`config.mk`:
```
export PLATFORM = sky130hd
export DESIGN_NAME = full_adder
export DESIGN_NICKNAME = d
export VERILOG_FILES = /design/src/rtl/full_adder.sv
export SDC_FILE = /design/constraint.sdc
export NUM_CORES = 1
export LEC_CHECK = 0
export ABC_AREA = 1
export BUFFER_PORTS_ARGS = -buffer_cell sky130_fd_sc_hd__buf_2
export CAP_MARGIN = 20
export CORE_AREA = 4 4 41 43
export CTS_BUF_LIST = sky130_fd_sc_hd__clkbuf_8
export CTS_CLUSTER_DIAMETER = 50
export DETAILED_ROUTE_END_ITERATION = 8
export DIE_AREA = 0 0 45 47
export GPL_ROUTABILITY_DRIVEN = 0
export HOLD_SLACK_MARGIN = 0.1
export MAX_ROUTING_LAYER = met4
export PLACE_DENSITY_LB_ADDON = 0.2
export SLEW_MARGIN = 30
export SYNTH_ARGS = -nofsm -noshare
export SYNTH_HDL_FRONTEND = slang
export SYNTH_SLANG_ARGS = --single-unit
```
`constraint.sdc`:
```
create_clock -name clk -period 2 [get_ports clk]
set_clock_uncertainty 0.15 [all_clocks]
set_input_delay 0.1 -clock clk [delete_from_list [all_inputs] [get_ports clk]]
set_output_delay 0.1 -clock clk [all_outputs]
set_load 0.1 [all_outputs]
```
`src/rtl/full_adder.sv`:
```
// Parameterised ripple-carry adder: combinational sum/cout plus a one-cycle
// registered copy tagged with valid and a signed-overflow flag.

module full_adder_cell (
   input  logic a_i,
   input  logic b_i,
   input  logic c_i,
   output logic s_o,
   output logic c_o
);
   assign s_o = a_i ^ b_i ^ c_i;
   assign c_o = (a_i & b_i) | (b_i & c_i) | (c_i & a_i);
endmodule

module full_adder #(
   parameter int WIDTH = 1
) (
   input  logic             clk,
   input  logic             rst_n,
   input  logic             in_valid,
   input  logic [WIDTH-1:0] a,
   input  logic [WIDTH-1:0] b,
   input  logic             cin,
   output logic             cout,
   output logic [WIDTH-1:0] sum,
   output logic [WIDTH-1:0] sum_q,
   output logic             cout_q,
   output logic             ovf_q,
   output logic             out_valid
);

   typedef struct packed {
      logic [WIDTH-1:0] sum;
      logic             cout;
      logic             ovf;
   } res_t;

   logic [WIDTH:0]   carry;
   logic [WIDTH-1:0] s;
   logic             ovf;
   res_t             res_d, res_q;
   logic             vld_d, vld_q;

   assign carry[0] = cin;

   for (genvar g = 0; g < WIDTH; g++) begin : g_cell
      full_adder_cell u_cell (
         .a_i (a[g]),
         .b_i (b[g]),
         .c_i (carry[g]),
         .s_o (s[g]),
         .c_o (carry[g+1])
      );
   end

   assign sum  = s;
   assign cout = carry[WIDTH];
   // Carry into vs. out of the sign bit; for WIDTH=1 the sign bit's carry-in is cin.
   assign ovf  = carry[WIDTH-1] ^ carry[WIDTH];

   always_comb begin
      res_d = res_q;
      vld_d = in_valid;
      if (in_valid) begin
         res_d.sum  = s;
         res_d.cout = carry[WIDTH];
         res_d.ovf  = ovf;
      end
   end

   always_ff @(posedge clk or negedge rst_n) begin
      if (!rst_n) begin
         res_q <= '0;
         vld_q <= 1'b0;
      end else begin
         res_q <= res_d;
         vld_q <= vld_d;
      end
   end

   assign sum_q     = res_q.sum;
   assign cout_q    = res_q.cout;
   assign ovf_q     = res_q.ovf;
   assign out_valid = vld_q;

endmodule

```
# Yosys cells after proc, flatten, opt, wreduce, memory -nomap -nowiden
# Index checks and enable logic that the tools add are counted.
# totals
ff_bits	4
input_bits	6
out_inout_bits	6
# op_classes
bitwise	8
# op_table
cell	count
AND 1 bit	3
bitwise XOR 1 bit	3
bitwise OR 1 bit	2

# Logic depth before layout (Yosys ltp)
# Gate-level depths: netlist of run 1.
# depth
depth_word	4
ltp_mapped	5

# Modules after synthesis
# From an unflattened synthesis of run 1, not the netlist that was laid out.
# unflattened
cells_unflattened	18
hier_area_um2	175.2
# modules_own_cells
mod	instances	cells_each	area_each_um2
full_adder	1	17	155.1
full_adder_cell	1	1	20.0

# Worst setup path before layout of run 1
# OpenSTA, ideal clock, no wires.
# synth_timing
kind	input -> register
startpoint	in a
endpoint	reg res_q, in the netlist sum_q
setup_ns	0.069
arrival_ns	1.478
required_time_ns	1.781
setup_slack_ns	0.303
path_stages	3
n_path_buf	0
path_cell_list	fa_1 nand2_1 nand2_1
# synth_via
elab_chain_cells	2
# synth_lines
item	line	source
start, declared	21	input logic [WIDTH-1:0] a,
bitwise XOR 1 bit (2 in a row)	11	assign s_o = a_i ^ b_i ^ c_i;
end signal, assigned	76	res_q <= res_d;
end, declared	41	res_t res_d, res_q;
# No other way between the ends.
# A chain may end at the register's enable or synchronous reset.

# Worst setup path after layout of run 1
# layout_timing
startpoint	in cin
endpoint	out sum
# layout_via
elab_chain_cells	1
# layout_lines
item	line	source
start, declared	23	input logic cin,
bitwise XOR 1 bit	11	
end, declared	25	output logic [WIDTH-1:0] sum,
# No other way between the ends.

==> metrics.cfg, run 1 <==
[run_status]
outcome = completed

[timing]
hold_slack_ns = 0.144
period_share = 0.920
fmax_ghz = 0.543
finalSetupTns_ns = 0
hold_violations = 0
setup_viol = 0
drv_slew = 0
grt_setup_unrepaired = no
slew_headroom = 0.677
worst_pin_slew_ns = 0.489
min_period_ns = 1.84

[power_and_ir_drop]
ir_drop_mv = 0.336
leakage_nw = 0.178
p_per_area_nw_per_um2 = 1230

[worst_setup_path]
cp-end-kind = output pin
slowest_delay_ns = 0.53
crit_slowest_cell = dlygate4sd3_1
worstReg2RegStart = cout_q
critPathLaunch = cin
crit_chain = dlygate4sd3_1 > buf_2 > fa_1 > clkbuf_4
startpoint_type = primary input
crit_required_ns = 1.75
arrival_ns = 1.59
cp_max_fo = 3
critPathKind = in2out

[synthesis]
synth_cells = 18
synth_area_sq_um = 171
ys_seq_area_frac = 0.584
syn_nets = 25
synth-seq-cells = 4
syn_avg_cell_area_sq_um = 9.52
yosysUniqueCellTypes = 7
ys_warn_count = 0

[die]
initial_core_util = 0.132
ioPinCount = 12
die_h_microns = 47
coreArea_sq_um = 1300
die-area_sq_um = 2120
rows = 13
die_w_microns = 45

[routing]
dr.pass1.iters = 1
drt_iter0_drc = 0
vias = 175
antenna_left = 0
drc = 0
wl_per_cell_microns = 8.45
vias_per_cell = 3.43
wl_microns = 431

[clocking]
cts_sinks = 4
htree_levels = 1
cts_buffers = 3
root_buffer = clkbuf_8
cts_tree = yes
clk_latency_ns = 0.21
path_clk_slew_ns = 0.03
cts_max_path_buffers = 2

[placement]
io_buffers = 11

[grt]
track_usage = 0.0573
grt_pass1_vias = 171
antenna_found_initial = 0
grt_overflow = 0
grt_max_degree = 5
grt_pass1_wl_microns = 717

[final_layout]
nets = 45
mostFrequentLayoutCells = buf_2 (10), nand2_1 (8), dfrtp_1 (4), dlygate4sd3_1 (4), clkbuf_8 (3)
drive_gt1_frac = 0.417
syn2layout_area_growth_pct = 92.0
num_antenna_cells = 0
layout_commonest_cell = buf_2

[hold_path]
min_path_type = in2reg
worst_hold_startpoint = b

[job]
cap_viol_max_count = 0

-- sequential cells by signal (all words and copies together), names as in the netlist --
register	count
out_valid	1
cout_q	1
sum_q	1
ovf_q	1
-- cell usage after synthesis --
master | count | area, sq um
inv_2 | 1 | 3.75
o21ai_1 | 1 | 5.00
nand3_1 | 1 | 5.00
dfrtp_1 | 4 | 100
inv_1 | 2 | 7.51
nand2_1 | 8 | 30.0
fa_1 | 1 | 20.0
-- repair_timing --
item,CTS,global route
setup buffers,0,0
hold buffers,4,0
endpoints found under the hold margin,8,0
resized for setup,0,1
setup endpoints to repair,0,1
-- worst max-delay path, delay by kind of cell --
family	cells	cell delay, ns
buffers and inverters	3	1.00
adder cells (fa/ha/maj)	1	0.49
-- metal layers --
layer  track usage  vias up  part of all wire
met5             -        -                 0
met2        0.0537       12              0.38
met4         0.105        0             0.028
met3        0.0115        2              0.12
met1        0.0688       71              0.47
li1              -       90                 -
-- where the power goes --
group	total, mW	switching [mW]	internal, mW
sequential	0.0940	0.00382	0.0902
clock	0.165	0.0367	0.128
combinational	0.146	0.120	0.0259
total	0.404	0.160	0.244
-- path summary, 6_finish.rpt --
| check | end | slack, ns | cells after the start |
|---|---|---|---|
| max | sum | 0.16 | 4 |
| min | sum_q | 0.14 | 4 |
| max reg2reg | cout_q | 1.26 | 2 |
| min reg2reg | sum_q | 0.32 | 2 |
| max in group asynchronous | out_valid | 0.90 | 3 |
| min in group asynchronous | ovf_q | 0.63 | 3 |
-- per-stage QoR --
step                       util  setup WS (ns)  std cells  cell area (sq um)  power, mW
final                     0.253          0.160         51                329      0.404
after global routing      0.253         0.0828         51                329      0.424
after CTS                 0.251         0.0556         51                327      0.412
after detailed placement  0.188          0.563         44                245      0.235
after global placement    0.188          0.562         44                245      0.234
after floorplan               -          0.303         18                171      0.212
-- logic make-up after synthesis --
family / count (synthesis) / synth area share
AND/OR/NAND/NOR: 9 / 0.204
buffers and inverters: 3 / 0.0657
AO/OA/AOI/OAI: 1 / 0.0292
adder cells (fa/ha/maj): 1 / 0.117
flip-flops: 4 / 0.584
-- area by class of cell --
| class | instances | area [sq um] |
|---|---|---|
| Sequential cell | 4 | 100 |
| Timing Repair Buffer | 15 | 97.6 |
| Multi-Input combinational cell | 11 | 60.1 |
| Tap cell | 15 | 18.8 |
| Clock buffer | 3 | 41.3 |
| Inverter | 3 | 11.3 |
| Fill cell | 158 | 972 |
Note: power is estimated with default switching activity, not from simulation.
==> run 2: changes to the inputs <==
Settings changed: CELL_PAD_IN_SITES_DETAIL_PLACEMENT set to 0, CELL_PAD_IN_SITES_GLOBAL_PLACEMENT set to 1.
==> run 2 against run 1 <==
- count of clock-buffer cells in the layout unchanged
- sequential power about the same
- hold slack better by 0.0083 ns
- total power up 0.49%
- register-to-register slack about the same
- flip-flop and latch count unchanged
- critical path type unchanged
- combinational power about the same
==> metrics.cfg, run 2 (synthesis gave the netlist of run 1 again) <==
[run_status]
outcome = completed

[grt]
grt_pass1_vias = 204  ; +19%
grt-busiest-layer = met4
globalRouteMet1Util = 0.0532  ; -0.0156
antenna_found_initial = 0  ; unchanged
grt_use_met2 = 0.0819  ; +0.0282
track_usage = 0.0649  ; +0.00758
grt_overflow = 0  ; unchanged
use_met3 = 0.0230  ; +0.0115
grt_max_degree = 5  ; unchanged
grt_pass1_wl_microns = 779  ; +8.6%

[die]
die-area_sq_um = 2120  ; unchanged
rows = 13  ; unchanged
die_w_microns = 45  ; unchanged
initial_core_util = 0.132  ; unchanged
die_h_microns = 47  ; unchanged
coreArea_sq_um = 1300  ; unchanged
ioPinCount = 12  ; unchanged

[final_layout]
num_antenna_cells = 0  ; unchanged
mostFrequentLayoutCells = buf_2 (11), nand2_1 (8), dfrtp_1 (4), dlygate4sd3_1 (4), clkbuf_8 (3)
drive_gt1_frac = 0.417  ; unchanged
syn2layout_area_growth_pct = 90.5
nets = 45  ; unchanged
layout_commonest_cell = buf_2

[timing]
hold_violations = 0  ; unchanged
drv_slew = 0  ; unchanged
slew_headroom = 0.679  ; +0.00215
grt_setup_unrepaired = no
setup_viol = 0  ; unchanged
min_period_ns = 1.94  ; +0.0991 ns
fmax_ghz = 0.516  ; -5.1%
worst_pin_slew_ns = 0.485  ; -0.00324 ns
hold_slack_ns = 0.152  ; +0.00834 ns
period_share = 0.970  ; +0.0496
finalSetupTns_ns = 0  ; unchanged

[clocking]
root_buffer = clkbuf_8
cts_tree = yes
cts_max_path_buffers = 2  ; unchanged
clk_latency_ns = 0.21  ; about the same
ctsResizeCount = 0  ; unchanged
cts_buffers = 3  ; unchanged
path_clk_slew_ns = 0.03  ; about the same
htree_levels = 1  ; unchanged
cts_sinks = 4  ; unchanged

[routing]
dr.pass1.iters = 1  ; unchanged
wl_microns = 455  ; +5.6%
antenna_left = 0  ; unchanged
wl_per_cell_microns = 8.92  ; +5.6%
drt_iter0_drc = 0  ; unchanged
vias = 185  ; +5.7%
vias_per_cell = 3.63  ; +5.7%
drc = 0  ; unchanged

[worst_setup_path]
arrival_ns = 1.69  ; +0.10 ns
cp_max_fo = 3  ; unchanged
startpoint_type = primary input
crit_chain = dlygate4sd3_1 > buf_2 > fa_1 > buf_2
crit_required_ns = 1.75  ; about the same
crit_top_cell = buf_2
cp-end-kind = output pin
crit_slowest_cell = dlygate4sd3_1
slowest_delay_ns = 0.52  ; about the same
critPathKind = in2out

[power_and_ir_drop]
p_per_area_nw_per_um2 = 1240  ; +1.3%
ir_drop_mv = 0.270  ; -20%
seqPwrFrac = 0.231  ; -0.002
swShare = 0.402  ; +0.00568
leakage_nw = 0.177  ; -0.37%
p_sw_uw = 164  ; +1.9%
power_uw = 406  ; +0.49%
power.share.clock = 0.412  ; +0.005
intPower_uw = 243  ; -0.46%
combPwrFrac = 0.357  ; -0.004

[placement]
io_buffers = 11  ; unchanged

[hold_path]
min_path_type = in2reg

[job]
cap_viol_max_count = 0  ; unchanged

[run 2: final cells by class]
type | instances | area [sq um]
repair buffers | 15 | 95.1
clock buffers | 3 | 41.3
inverters | 3 | 11.3
fillers | 154 | 975
well taps | 15 | 18.8
flip-flops and latches | 4 | 100
multi-input cells | 11 | 60.1
[run 2: routing by layer]
| metal | up-vias | wire [microns] | share of wire |
|---|---|---|---|
| li1 | 91 | - | - |
| met1 | 78 | 164 | 0.36 |
| met2 | 12 | 189 | 0.42 |
| met3 | 4 | 58 | 0.13 |
| met4 | 0 | 42 | 0.092 |
| met5 | - | 0 | 0 |
[run 2: power by group through the flow]
| stage | combinational, mW | sequential (mW) | clock, mW |
|---|---|---|---|
| floorplan | 0.0527 | 0.159 | 0 |
| global placement | 0.139 | 0.0947 | 0 |
| detailed placement | 0.140 | 0.0950 | 0 |
| CTS | 0.146 | 0.0943 | 0.171 |
| global route | 0.151 | 0.0956 | 0.176 |
| finish | 0.145 | 0.0941 | 0.167 |
[run 2: what timing repair did]
action | 4_1_cts | 5_1_grt
buffers inserted | 0 | 0
hold endpoints to repair | 8 | 0
hold buffers | 4 | 0
endpoints found under the setup margin | 0 | 0
[run 2: final timing paths]
check                        from  slack (ns)         to  cells after the start
max                           cin        0.06        sum                      4
min                             b        0.15      sum_q                      4
max reg2reg                cout_q        1.25     cout_q                      2
min reg2reg                 sum_q        0.32      sum_q                      2
max in group asynchronous   rst_n        0.90     cout_q                      3
min in group asynchronous   rst_n        0.63  out_valid                      3
[run 2: worst max-delay path, delay by kind of cell]
family	cells	cell delay, ns
adder cells (fa/ha/maj)	1	0.50
buffers and inverters	3	1.08
[run 2: through the flow]
step / cells / utilization / area (sq um) / setup WS (ns)
after floorplan: 18 / - / 171 / 0.303
after global placement: 44 / 0.188 / 245 / 0.570
after detailed placement: 44 / 0.188 / 245 / 0.559
after CTS: 51 / 0.251 / 327 / 0.0585
after global routing: 51 / 0.251 / 327 / 0.0144
final: 51 / 0.251 / 327 / 0.0607
==> run 3: changes to the inputs <==
Settings changed: MAX_ROUTING_LAYER met4 to unset, SYNTH_HIERARCHICAL set to 1.
==> run 3 against run 2 <==
- global-route usage decreased by 0.86 points
- highest routed layer is now met3
- utilization increased by 0.48 points
- largest cell class unchanged
- synthesized area increased by 2.2%
- via count decreased by 9.2%
- total power about the same
- hold slack got worse by 0.0015 ns
- critical path type unchanged
- flip-flop and latch count unchanged
- synthesized cell count unchanged
- first-iteration DRC count increased by 1
- combinational power about the same
- maximum frequency increased by 4.6%
- non-clock buffer count unchanged
==> metrics.cfg, run 3 <==
[power_and_ir_drop]
power.share.clock = 0.406  ; -0.006
leakage_nw = 0.181  ; +1.8%
ir_drop_mv = 0.318  ; +18%
intPower_uw = 245  ; +0.75%
swShare = 0.398  ; -0.00456
power_uw = 406  ; about the same
p_per_area_nw_per_um2 = 1220  ; -1.9%
combPwrFrac = 0.363  ; +0.006
p_sw_uw = 162  ; -1.1%
seqPwrFrac = 0.231  ; about the same

[hold_path]
min_path_type = in2reg
worst_hold_startpoint = b

[synthesis]
synth_area_sq_um = 175  ; +2.2%
async_reset_ff_frac = 1.00  ; unchanged
synth_commonest_cells = nand2_1 (8), dfrtp_1 (4), inv_1 (3)
syn_nets = 25  ; unchanged
yosysUniqueCellTypes = 6  ; -1
synth.area.top_cells = dfrtp_1 (57%), nand2_1 (17%), fa_1 (11%)
synth_cells = 18  ; unchanged
synth_top_area_share = 0.571  ; -0.0125
syn_avg_cell_area_sq_um = 9.73  ; +2.2%
synth-seq-cells = 4  ; unchanged
ys.flop_type = dfrtp_1
ys_warn_count = 6  ; +6
yosysTopAreaCell = dfrtp_1
synth_enable_flop_cells = 0  ; unchanged
yosys.cell_count.top_type = nand2_1
ys_seq_area_frac = 0.571  ; -0.0125

[timing]
worst_pin_slew_ns = 0.489  ; +0.00351 ns
finalSetupTns_ns = 0  ; unchanged
drv_slew = 0  ; unchanged
fmax_ghz = 0.539  ; +4.6%
period_share = 0.927  ; -0.0422
min_period_ns = 1.85  ; -0.0845 ns
setup_viol = 0  ; unchanged
grt_setup_unrepaired = no
hold_violations = 0  ; unchanged
slew_headroom = 0.676  ; -0.00233
hold_slack_ns = 0.151  ; -0.00153 ns

[final_layout]
fillCellCount = 146  ; -5.2%
mostFrequentLayoutCells = buf_2 (10), nand2_1 (8), dfrtp_1 (4), dlygate4sd3_1 (4)
layout_commonest_cell = buf_2
drive_gt1_frac = 0.417  ; unchanged
num_antenna_cells = 0  ; unchanged
syn2layout_area_growth_pct = 90.0
post-route-util = 0.256  ; +0.00481
nets = 45  ; unchanged
stdcell_count = 51  ; unchanged

[clocking]
htree_levels = 1  ; unchanged
root_buffer = clkbuf_8
cts_sinks = 4  ; unchanged
cts_buffers = 3  ; unchanged
cts_tree = yes
path_clk_slew_ns = 0.03  ; about the same
cts_max_path_buffers = 2  ; unchanged
clk_latency_ns = 0.21  ; about the same

[worst_setup_path]
crit_chain = dlygate4sd3_1 > buf_2 > fa_1 > clkbuf_4
path_buf_inv = 3  ; unchanged
startpoint_type = primary input
arrival_ns = 1.60  ; -0.09 ns
cp-end-kind = output pin
critPathKind = in2out
cp_top_family = buffers and inverters
worstReg2RegStart = cout_q
crit_required_ns = 1.75  ; about the same
critPathLaunch = cin
crit_slowest_cell = dlygate4sd3_1
cp_max_fo = 3  ; unchanged
slowest_delay_ns = 0.53  ; about the same

[routing]
vias = 168  ; -9.2%
dr.pass1.iters = 2  ; +1
drc = 0  ; unchanged
wl_microns = 451  ; -0.88%
antenna_left = 0  ; unchanged
vias_per_cell = 3.29  ; -9.2%
drt_iter0_drc = 1  ; +1
wl_per_cell_microns = 8.84  ; -0.88%

[die]
die-area_sq_um = 2120  ; unchanged
ioPinCount = 12  ; unchanged
coreArea_sq_um = 1300  ; unchanged
rows = 13  ; unchanged
initial_core_util = 0.135  ; +0.00288
die_w_microns = 45  ; unchanged
die_h_microns = 47  ; unchanged

[grt]
grt_max_degree = 5  ; unchanged
grt_overflow = 0  ; unchanged
grt_pass1_vias = 202  ; -0.98%
antenna_found_initial = 0  ; unchanged
track_usage = 0.0563  ; -0.00860
grt_pass1_wl_microns = 759  ; -2.6%

[job]
cap_viol_max_count = 0  ; unchanged

[run_status]
outcome = completed

[placement]
dpl.cell_count = 44  ; unchanged
io_buffers = 11  ; unchanged

## run 3: area by class of cell
type                            instances  area [sq um]  area share
Tap cell                               15          18.8      0.0564
Multi-Input combinational cell         11          63.8       0.192
Inverter                                3          11.3      0.0338
Timing Repair Buffer                   15          97.6       0.293
Clock buffer                            3          41.3       0.124
Sequential cell                         4           100       0.301
## run 3: metrics by stage
stage | area [sq um] | worst slack (ns)
floorplan | 175 | 0.303
global placement | 249 | 0.568
detailed placement | 249 | 0.553
CTS | 330 | 0.0504
global route | 333 | 0.0888
finish | 333 | 0.145
## run 3: per-layer routing
| layer | global-route usage | wire (microns) | up-vias |
|---|---|---|---|
| li1 | - | - | 90 |
| met3 | 0.0115 | 30 | 0 |
| met1 | 0.0528 | 170 | 72 |
| met4 | 0.105 | 0 | 0 |
| met5 | 0 | 0 | - |
| met2 | 0.0763 | 250 | 6 |
## run 3: timing repair
action,4_1_cts,5_1_grt
resized for setup,0,1
buffers inserted,0,0
hold buffers,4,0
endpoints found under the setup margin,0,1
endpoints found under the hold margin,8,0
## run 3: worst paths after layout
path / endpoint / slack (ns) / depth (start not counted)
hold / removal: sum_q / 0.15 / 4
hold reg to reg: sum_q / 0.31 / 2
min in group asynchronous: ovf_q / 0.63 / 3
setup reg to reg: cout_q / 1.25 / 2
setup / recovery: sum / 0.15 / 4
max in group asynchronous: sum_q / 0.90 / 3
## run 3: logic make-up after synthesis
| kind of cell | count (synthesis) | share of synthesized area |
|---|---|---|
| adders and majority gates | 1 | 0.114 |
| AOI/OAI and AO/OA | 1 | 0.0500 |
| and+or+nand+nor | 9 | 0.200 |
| buffers and inverters | 3 | 0.0643 |
| DFF | 4 | 0.571 |
## run 3: power groups by stage
stage,logic [mW],clock network [mW],registers [mW]
after CTS,0.148,0.172,0.0940
after global placement,0.141,0,0.0948
final,0.148,0.165,0.0937
after global routing,0.154,0.180,0.0948
after detailed placement,0.141,0,0.0948
after floorplan,0.0539,0,0.159
## run 3: worst register-to-register path: cells and delay by family, from the launching register on
kind	cells	cell delay, ns
DFF	1	0.36
and+or+nand+nor	1	0.08
AOI/OAI and AO/OA	1	0.05
